===== src/rtl/deep_pkg.sv =====
// Shared types for the weight-memory port arbiter.
// Used by the arbiter top and its selection logic.
package deep_pkg;

  localparam int ARB_CNT_W = 4;

  typedef enum logic [1:0] {
    IDLE,
    ISSUE,
    WAIT,
    ACK
  } arb_state_t;

  typedef enum logic {
    CLS_FP,
    CLS_BP
  } req_cls_t;

endpackage


===== src/rtl/wt_arb_sel.sv =====
// Request selection for the weight port.
// Round-robin between classes, layer 0 first within a class.
module wt_arb_sel
  import deep_pkg::*;
(
  input  logic [1:0] fp_req,
  input  logic [1:0] bp_req,
  input  logic       prio_bp,
  output logic       any,
  output req_cls_t   cls,
  output logic       lyr
);

  logic fp_any;
  logic bp_any;
  logic pick_bp;

  always_comb begin
    fp_any  = |fp_req;
    bp_any  = |bp_req;
    any     = fp_any | bp_any;
    pick_bp = prio_bp ? bp_any : !fp_any;
    cls     = pick_bp ? CLS_BP : CLS_FP;
    lyr     = pick_bp ? !bp_req[0] : !fp_req[0];
  end

endmodule


===== src/rtl/weight_port_arbiter.sv =====
// Serialises forward fetches and backprop updates onto the
// single weights port; pulses and acks are registered.
module weight_port_arbiter
  import deep_pkg::*;
#(
  parameter int LAT_RD = 2,
  parameter int LAT_WR = 1
) (
  input  logic       clk,
  input  logic       rst,
  input  logic [1:0] fp_req,
  input  logic [1:0] bp_req,
  output logic [1:0] fp_ack,
  output logic [1:0] bp_ack,
  output logic       mem_start0,
  output logic       mem_start1,
  output logic       mem_update0,
  output logic       mem_update1,
  output logic       busy,
  output logic       proto_err
);

  localparam logic [ARB_CNT_W-1:0] LAT_RD_C = ARB_CNT_W'(LAT_RD);
  localparam logic [ARB_CNT_W-1:0] LAT_WR_C = ARB_CNT_W'(LAT_WR);
  localparam logic [ARB_CNT_W-1:0] CNT_ONE  = ARB_CNT_W'(1);

  arb_state_t           state_q, state_d;
  logic [ARB_CNT_W-1:0] cnt_q, cnt_d;
  logic                 prio_q, prio_d;
  logic                 perr_q, perr_d;
  req_cls_t             cls_q, cls_d;
  logic                 lyr_q, lyr_d;
  logic [3:0]           mem_q, mem_d;
  logic [3:0]           ack_q, ack_d;

  logic       sel_any;
  req_cls_t   sel_cls;
  logic       sel_lyr;
  logic [1:0] sel_idx;
  logic [1:0] gnt_idx;
  logic [3:0] req_all;

  wt_arb_sel u_sel (
    .fp_req  (fp_req),
    .bp_req  (bp_req),
    .prio_bp (prio_q),
    .any     (sel_any),
    .cls     (sel_cls),
    .lyr     (sel_lyr)
  );

  // Index layout {class, layer} matches {update1,update0,start1,start0}
  assign req_all = {bp_req, fp_req};
  assign sel_idx = {sel_cls == CLS_BP, sel_lyr};
  assign gnt_idx = {cls_q == CLS_BP, lyr_q};

  always_comb begin
    state_d = state_q;
    cnt_d   = cnt_q;
    prio_d  = prio_q;
    perr_d  = perr_q;
    cls_d   = cls_q;
    lyr_d   = lyr_q;
    mem_d   = '0;
    ack_d   = '0;
    unique case (state_q)
      IDLE: begin
        if (sel_any) begin
          cls_d          = sel_cls;
          lyr_d          = sel_lyr;
          mem_d[sel_idx] = 1'b1;
          state_d        = ISSUE;
        end
      end
      ISSUE: begin
        cnt_d   = (cls_q == CLS_FP) ? LAT_RD_C : LAT_WR_C;
        perr_d  = perr_q | !req_all[gnt_idx];
        state_d = WAIT;
      end
      WAIT: begin
        cnt_d  = cnt_q - 1'b1;
        perr_d = perr_q | !req_all[gnt_idx];
        if (cnt_q == CNT_ONE) begin
          ack_d[gnt_idx] = 1'b1;
          state_d        = ACK;
        end
      end
      ACK: begin
        prio_d  = (cls_q == CLS_FP);
        state_d = IDLE;
      end
      default: state_d = IDLE;
    endcase
  end

  always_ff @(posedge clk or negedge rst) begin
    if (!rst) begin
      state_q <= IDLE;
      cnt_q   <= '0;
      prio_q  <= 1'b0;
      perr_q  <= 1'b0;
      cls_q   <= CLS_FP;
      lyr_q   <= 1'b0;
      mem_q   <= '0;
      ack_q   <= '0;
    end else begin
      state_q <= state_d;
      cnt_q   <= cnt_d;
      prio_q  <= prio_d;
      perr_q  <= perr_d;
      cls_q   <= cls_d;
      lyr_q   <= lyr_d;
      mem_q   <= mem_d;
      ack_q   <= ack_d;
    end
  end

  assign mem_start0  = mem_q[0];
  assign mem_start1  = mem_q[1];
  assign mem_update0 = mem_q[2];
  assign mem_update1 = mem_q[3];
  assign fp_ack      = ack_q[1:0];
  assign bp_ack      = ack_q[3:2];
  assign busy        = (state_q != IDLE);
  assign proto_err   = perr_q;

endmodule


===== config.mk =====
export PLATFORM = sky130hd
export DESIGN_NAME = weight_port_arbiter
export DESIGN_NICKNAME = d
export VERILOG_FILES = /design/src/rtl/deep_pkg.sv /design/src/rtl/wt_arb_sel.sv /design/src/rtl/weight_port_arbiter.sv
export SDC_FILE = /design/constraint.sdc
export NUM_CORES = 1
export LEC_CHECK = 0
export ABC_AREA = 1
export ABC_CLOCK_PERIOD_IN_PS = 2560
export BUFFER_PORTS_ARGS = -buffer_cell sky130_fd_sc_hd__buf_2
export CAP_MARGIN = 20
export CORE_UTILIZATION = 51
export CTS_CLUSTER_SIZE = 30
export DETAILED_ROUTE_END_ITERATION = 12
export PLACE_DENSITY = 0.77
export SKIP_LAST_GASP = 1
export SLEW_MARGIN = 25
export SYNTH_ARGS = -nofsm -noshare
export SYNTH_HDL_FRONTEND = slang
export SYNTH_HIERARCHICAL = 1
export SYNTH_SLANG_ARGS = --single-unit

===== constraint.sdc =====
create_clock -name clk -period 2.56 [get_ports clk]
set_input_delay 0.256 -clock clk [delete_from_list [all_inputs] [get_ports clk]]
set_output_delay 0.256 -clock clk [all_outputs]
set_load 0.05 [all_outputs]

==> out/summary.md, run 1 <==
The tools report the via count of the first global-routing pass as 664. The initial cell density of the core is 56.01%. Sorting the synthesized cells by how often they occur yields nand2_1, dfrtp_1, inv_1. Summing the areas of all compound-gate instances in the mapped netlist gives 6.957% of the synthesized area. The cell with the largest stage delay on the worst path is dfrtp_1.

Ranked by total cell area, the synthesized netlist is headed by dfrtp_1, nand2_1, ha_1. The worst hold path belongs to the class input pin to flop. After Yosys synthesis, and, or, nand and nor cells account for 26.67% of the synthesized area. The run finished with clean final reports.

The cell leakage power came out at 0.5658 nW. The routed design could run at a clock period as short as 1.567 ns. The number of antenna diodes in the final layout is 0. The per-instance average area after synthesis works out to 8.382 µm². Setup violations remaining at the end of the flow were counted as 0.

The first global-routing pass estimated 2711 µm of wire. In this run the worst path has a maximum fanout of 3. The number of buffers inserted by port buffering was 15; the per-cell via count in the routed design was 5.173. For the final hold violation count, the log shows 0. The power density relative to cell area works out to 1260 mW/mm².

Walking the worst path, the cells encountered are inv_1, ha_1, inv_1, buf_2. The number of flops mapped to enable cells by yosys works out to 0. Across the run, the number of max-cap violations was 0. The logs give 0.001861 mm² for the area of the die and 0 for the count of nets left with antenna violations after detail routing. The run gives 1161 µm as the detailed-placement wirelength estimate. Cell type contributing the most total cell area after synthesis: dfrtp_1. Post-CTS timing repair inserted 0 buffers for setup. In this run the deepest clock path goes through 2 buffers. The final count of pins violating max slew was 0. The run gives 638.0 MHz as the upper clock frequency limit.

The synthesized design devotes to its leading area cell type 52.17% of total area. Dividing the final minimum period by the clock period gives 61.22%. For this block, the routed nets add up to 1540 µm of wire. The number of nets in the final layout is 135.

The tools report the weighted congestion at the end of routability-driven global placement as 0.7989. From left edge to right edge, the die measures 43.15 µm. The tree is rooted in a clkbuf_4.

For the yosys synthesis warning count, the log shows 6. Setup TNS: 0 ns. The die is 43.15 µm tall. The tools report the total vias in the final route as 719. The completed layout was analyzed and its total power is 1.266 mW. Sequential elements use 52.17% of the synthesized area.

Number of detailed-route iterations in the first pass: 4. The total overflow left after global routing is 0. The wire length per cell after detailed routing is 11.08 µm. The tools report the number of clock buffers inserted by TritonCTS as 3.

Row generation in the floorplan step produced 14 rows. The worst setup path is captured at an output port. The run gives 2.30 ns as the required time reported for the critical path endpoint. The most used flip-flop cell after synthesis is dfrtp_1.

The total clock sinks was 18. The number of unique standard cell types used by synthesis is 15. Kind of start point of the critical path: a flop. Of all flip-flops after synthesis, the portion carrying an async set or reset was 100.0%.

Largest stage delay on the critical path: 0.38 ns. The area growth from synthesis to layout is 16.38%. The run gives 1 as the H-tree depth reported by CTS. The number of nets in the synthesized netlist is 114. For the largest clock skew in the final design, the log shows 0.0006499 ns.

The share of the core filled with cells came out at 65.18%. In the routed design, unresolved DRC markers number 0. Cells with a size suffix above 1 make up 18.70% of the layout.

For this block, the initial DRC count from the detailed router was 24. TritonCTS built the clock tree. The critical path is of the flop to output port type. The standard cell core area was 0.001541 mm². The top-level port count is 16, and the clock-pin slew of the registers on the worst-case setup and hold paths is 0.10 ns. Counting flops and latches in the post-synthesis netlist gives 18. The initial antenna violation count came out at 0.

The tools report the largest net degree at the start of global routing as 19. The gate count of the mapped netlist was 103; the post-synthesis share of cell area spent on xor and xnor gates was 0%. In this run the cell area of the synthesized design comes to 863.3 µm².

The logs give 19.86% for the global router's overall resource usage and 74.31% for the worst-case headroom to the max-slew limit. The worst-case IR drop observed on VDD is 0.6853 mV. Of the post-synthesis cell area, the part taken by muxes is 0%.

The adder-cell share of the synthesized area came out at 7.246%. In this design, the critical path's most frequently occurring cell is inv_1. The worst path arrival time was 1.31 ns. Setup repair after global routing left no endpoint under its margin. By area, the combinational part of the netlist is dominated by simple AND/OR/NAND/NOR gates. The cell with the most instances after synthesis is nand2_1. The clock network latency to the later pin of the worst-skew pair is 0.28 ns.

Slew at the pin closest to its max-slew limit: 0.3854 ns.
==> cell families after synthesis <==
family,after synthesis
simple gates,52
buf+inv,16
flops,18
compound gates,12
fa+ha+maj,5
==> state kept, by name, indices dropped and copies added, names as in the netlist <==
signal	count
state_q	2
ack_q	4
prio_q	1
proto_err	1
mem_q	4
cnt_q	4
lyr_q	1
cls_q	1
==> where the power goes <==
part	leakage [nW]	total, mW	internal, mW	switching [mW]
combinational	0.316	0.645	0.200	0.445
sequential	0.229	0.452	0.375	0.0769
clock	0.0210	0.169	0.0865	0.0829
total	0.566	1.27	0.661	0.605
==> routing by layer <==
layer / global-route usage, % / wire (µm)
met5: 0 / 0
met4: 9.091 / 14
met3: 3.830 / 66
met2: 30.75 / 755
met1: 26.72 / 704
==> cells in the final DEF (no fill, tap or decap) <==
| cell type | n |
|---|---|
| inv_2 | 2 |
| inv_1 | 14 |
| o21ai_1 | 2 |
| nor2_1 | 9 |
| dlygate4sd3_1 | 1 |
| nand3_1 | 10 |
| a21oi_1 | 3 |
| nor3b_1 | 1 |
| ha_1 | 5 |
| dfrtp_1 | 18 |
| nand2_1 | 24 |
| nor3_1 | 5 |
| clkbuf_8 | 1 |
| or2_1 | 1 |
| nor2_4 | 1 |
| buf_2 | 15 |
| o21ai_0 | 7 |
| nor2_2 | 1 |
| clkbuf_4 | 3 |
==> final cells by class <==
cell class	count	area [µm²]
fill	138	536.8
sequential	18	450.4
multi-input combinational	69	352.8
timing repair buffer	16	85.08
inverter	16	60.06
clock buffer	4	36.28
tap	16	20.02
==> through the flow <==
stage	instance area (µm²)	setup slack, ns	cells	hold WS [ns]
after floorplan	863.3	1.161	103	-0.03959
after global placement	958.4	1.256	134	0.2001
after detailed placement	958.4	1.202	134	0.2030
after CTS	1005	0.9690	139	0.3177
after global routing	1005	0.9027	139	0.3693
final	1005	0.9927	139	0.3348
==> path summary, 6_finish.rpt <==
| check | cells past startpoint | from | endpoint | slack (ns) |
|---|---|---|---|---|
| worst max-delay path | 4 | state_q[0]$_DFFE_PN0P_ | busy | 0.99 |
| worst min-delay path | 4 | bp_req[0] | proto_err$_DFFE_PN0P_ | 0.33 |
| worst max register to register | 7 | state_q[1]$_DFFE_PN0P_ | cnt_q[3]$_DFFE_PN0P_ | 1.18 |
| worst min register to register | 2 | proto_err$_DFFE_PN0P_ | proto_err$_DFFE_PN0P_ | 0.46 |
| max in group asynchronous | 2 | rst | cnt_q[2]$_DFFE_PN0P_ | 1.87 |
| min in group asynchronous | 2 | rst | cnt_q[3]$_DFFE_PN0P_ | 0.41 |
==> critical path, delay by kind of cell (launching register included) <==
family / cells / cell delay, ns
fa+ha+maj: 1 / 0.22
flops: 1 / 0.38
buf+inv: 3 / 0.42
==> timing repair <==
| action | 4_1_cts | 5_1_grt |
|---|---|---|
| endpoints found under the hold margin | 18 | 0 |
| endpoints found under the setup margin | 0 | 0 |
| gates resized for setup | 0 | 0 |
| hold buffers | 1 | 0 |
(Power assumes the default switching activity.)
==> inputs of run 2 (changes only) <==
ABC_CLOCK_PERIOD_IN_PS = 1400   (was 2560)
CORE_UTILIZATION = 47   (was 51)
PLACE_DENSITY = 0.75   (was 0.77)
clock period = 1.4 ns   (was 2.56 ns; I/O delays follow)
==> run 2 against run 1 <==
Effect of this change:
- hold slack worse by 0.12 ns
- first-iteration DRC count is 8.3% higher
- sequential cell count stayed put
- clock power is 50% higher
- sequential power is 83% higher
- clock skew is 0.0057 ns higher
- combinational power is 100% higher
- setup slack worse by 0.96 ns
==> out/summary.md, run 2 (synthesized netlist as in run 1, its figures left out) <==
Summed over all nets, the switching power comes to 1.144 mW. The slew at the pin closest to its max-slew limit was 0.3928 ns; the switching power share of the total was 47.80%. Global routing used 18.54% of the available tracks.

The worst setup path is launched from a flop. For met2 alone, demand over resource in global routing was 28.82%. The final hold violation count was 0; the number of standard-cell rows in the floorplan was 15. The tools report the combinational fraction of design power as 54.8%. The critical-path maximum fanout is 3. The first-pass GRT wire length is 2559 µm. The worst path arrival time is 1.23 ns. At the end of routability-driven placement, the weighted congestion stood at 0.8732. In this run the deepest clock path goes through 2 buffers. The required time reported for the critical path endpoint is 1.26 ns, and the final critical-path required period is 1.371 ns. For the initial antenna violation count, the log shows 0.

The final critical path takes up 97.90% of the cycle. Internal power comes to 1.249 mW. The count of maximum capacitance violations is 0, and the wire length after detailed routing is 1713 µm.

For this configuration, the core starts out at a cell density of 50.00%. The signal on the critical path passes through inv_1, ha_4, inv_1, buf_6. Once detailed placement completed, the half-perimeter wirelength came to 1232 µm.

The worst path buffer plus inverter count was 3. The run gives 1.557 mV as the worst-case vdd ir drop. The sequential cells in the finished layout cover a total of 450.4 µm². The largest stage delay on the critical path is 0.38 ns, and the final count of pins violating max slew is 0. Via count of the first global-routing pass: 573. The width of the die was 44.86 µm.

Setup violations remaining at the end of the flow were counted as 0. The top-level port count was 16; the number of buffers inserted by port buffering was 15. The run gives 137 as the number of nets in the final layout. The flow ran to the end, and the final reports show no timing, DRC or antenna violations. After filler insertion, the fill cell instance count of the layout stands at 160.

The detail route stage leaves a number of antenna-violating nets equal to 0. Across all hold checks on the routed design, the worst slack comes to 0.2102 ns. Leaving out fill and tap cells, the most frequent cells in the layout are nand2_1, dfrtp_1, inv_1, buf_2, nand3_1.

After detailed routing, the number of remaining DRC violations is 0. For the final design instance area without fill, the log shows 0.001036 mm². The logs give 365.4 µm² for the combined area of the multi-input logic cells and 0.02940 ns for the worst setup slack after layout. The run gives 0.5713 nW as the cell leakage power. The per-cell via count in the routed design is 4.886. The run gives 24.09% as the global routing met1 resource utilization.

The share of final-layout standard cells stronger than drive strength 1 is 20.16%. In the final routed layout, each cell accounts on average for 11.50 µm. The H-tree depth reported by CTS was 1. Setup repair after global routing could not meet its margin everywhere.

Before antenna repair, the detailed router went through 4 iterations. The total power came out at 2.393 mW. The setup path with the least slack is of type flop to output port. Once placement finished, the instance area stood at 969.7 µm².

The share of power burned in the clock network was 10.6%; the number of clock buffers inserted by TritonCTS was 3. For the clock network latency to the later pin of the worst-skew pair, the log shows 0.29 ns. Based on the critical path, the design can be clocked at up to 729.6 MHz. The repair_antennas step left the layout with diodes totalling 0.

Between clock sinks in the finished design, the worst skew comes to 0.006327 ns. In this run the most used layer during global routing was met2. In the final layout, the registers with the most flip-flops are ack_q: 4 flops, cnt_q: 4 flops, mem_q: 4 flops.

The library cell used most frequently in the layout, excluding fill and tap cells, is nand2_1. The detailed router finished its first iteration with 26 violations. STA classifies the critical path endpoint as an output port.

The area growth from synthesis to layout is 20.00%. The logs give 0.002012 mm² for the area of the die and 0 for the global route total overflow. In this run the clock root is driven by a clkbuf_4. Of the total power, registers draw 34.6%. The tree built by TritonCTS fans out to 18 sinks. The worst-case headroom to the max-slew limit was 73.81%; the standard cell core area was 0.001727 mm². Among all stages on the critical path, the largest delay is contributed by dfrtp_1. The cell family contributing the most delay on the critical path is flip-flops.

The post-place setup slack came out at 0.03618 ns. The min-delay analysis places its worst path in the category input pin to flop. The setup TNS is 0 ns.

The overall die height came out at 44.86 µm. The run gives 19 as the largest net degree at the start of global routing. Clock-pin slew was measured on the worst setup and hold paths at 0.10 ns. For met3 alone, demand over resource in global routing was 3.600%. Among the stages of the critical path, the cell type that occurs most often is inv_1.

Power density relative to cell area: 2309 mW/mm². TritonCTS built the clock tree. Summing over every cut layer, the via total after detailed routing is 728.
run 2: cell types whose count changed in the layout (fill, tap and decap cells not counted):
cell	change
buf_2	-1
buf_4	+2
buf_6	+1
clkbuf_8	-1
ha_1	-1
ha_4	+1
run 2: path summary, 6_finish.rpt:
| path | cells past startpoint | end | start | slack (ns) |
|---|---|---|---|---|
| max | 4 | busy | state_q[0]$_DFFE_PN0P_ | 0.03 |
| min | 4 | proto_err$_DFFE_PN0P_ | bp_req[0] | 0.21 |
| max reg2reg | 7 | cnt_q[1]$_DFFE_PN0P_ | state_q[0]$_DFFE_PN0P_ | 0.09 |
| min reg2reg | 2 | proto_err$_DFFE_PN0P_ | proto_err$_DFFE_PN0P_ | 0.46 |
| max in group asynchronous | 2 | cnt_q[2]$_DFFE_PN0P_ | rst | 0.82 |
| min in group asynchronous | 2 | cls_q$_DFFE_PN0P_ | rst | 0.29 |
run 2: power groups by stage:
stage,Sequential [mW],Clock (mW),Combinational (mW)
3_5_place_dp,0.838,0,1.16
4_1_cts,0.828,0.257,1.18
2_1_floorplan,0.934,0,0.798
5_1_grt,0.851,0.286,1.45
3_3_place_gp,0.826,0,1.13
6_report,0.828,0.253,1.31
run 2: layout make-up:
class | count | share of cell area, %
well taps | 25 | 3.019
inverters | 16 | 5.797
multi-input cells | 69 | 35.27
repair buffers | 18 | 10.27
clock buffers | 3 | 2.174
flip-flops and latches | 18 | 43.48
run 2: through the flow:
step           cells  util [%]
4_1_cts          147     58.19
3_3_place_gp     143     56.16
6_report         149     60.00
3_5_place_dp     143     56.16
5_1_grt          149     60.00
2_1_floorplan    103         -
run 2: routing by layer:
metal	share of wire, %	wire length (µm)
met1	47	804
met2	47	807
met4	2.3	40
met5	0	0
met3	3.5	60
run 2: what timing repair did:
item | 4_1_cts | 5_1_grt
setup endpoints to repair | 1 | 4
gates resized for setup | 1 | 3
hold endpoints to repair | 18 | 0
hold buffers | 1 | 0
setup buffers | 0 | 2
run 2: worst register-to-register path, stage by stage, from the launching register on:
cell,delay [ns]
dfrtp_1,0.41
inv_1,0.14
ha_1,0.25
inv_1,0.09
nand2_1,0.09
o21ai_0,0.08
nand2_1,0.05
o21ai_0,0.08
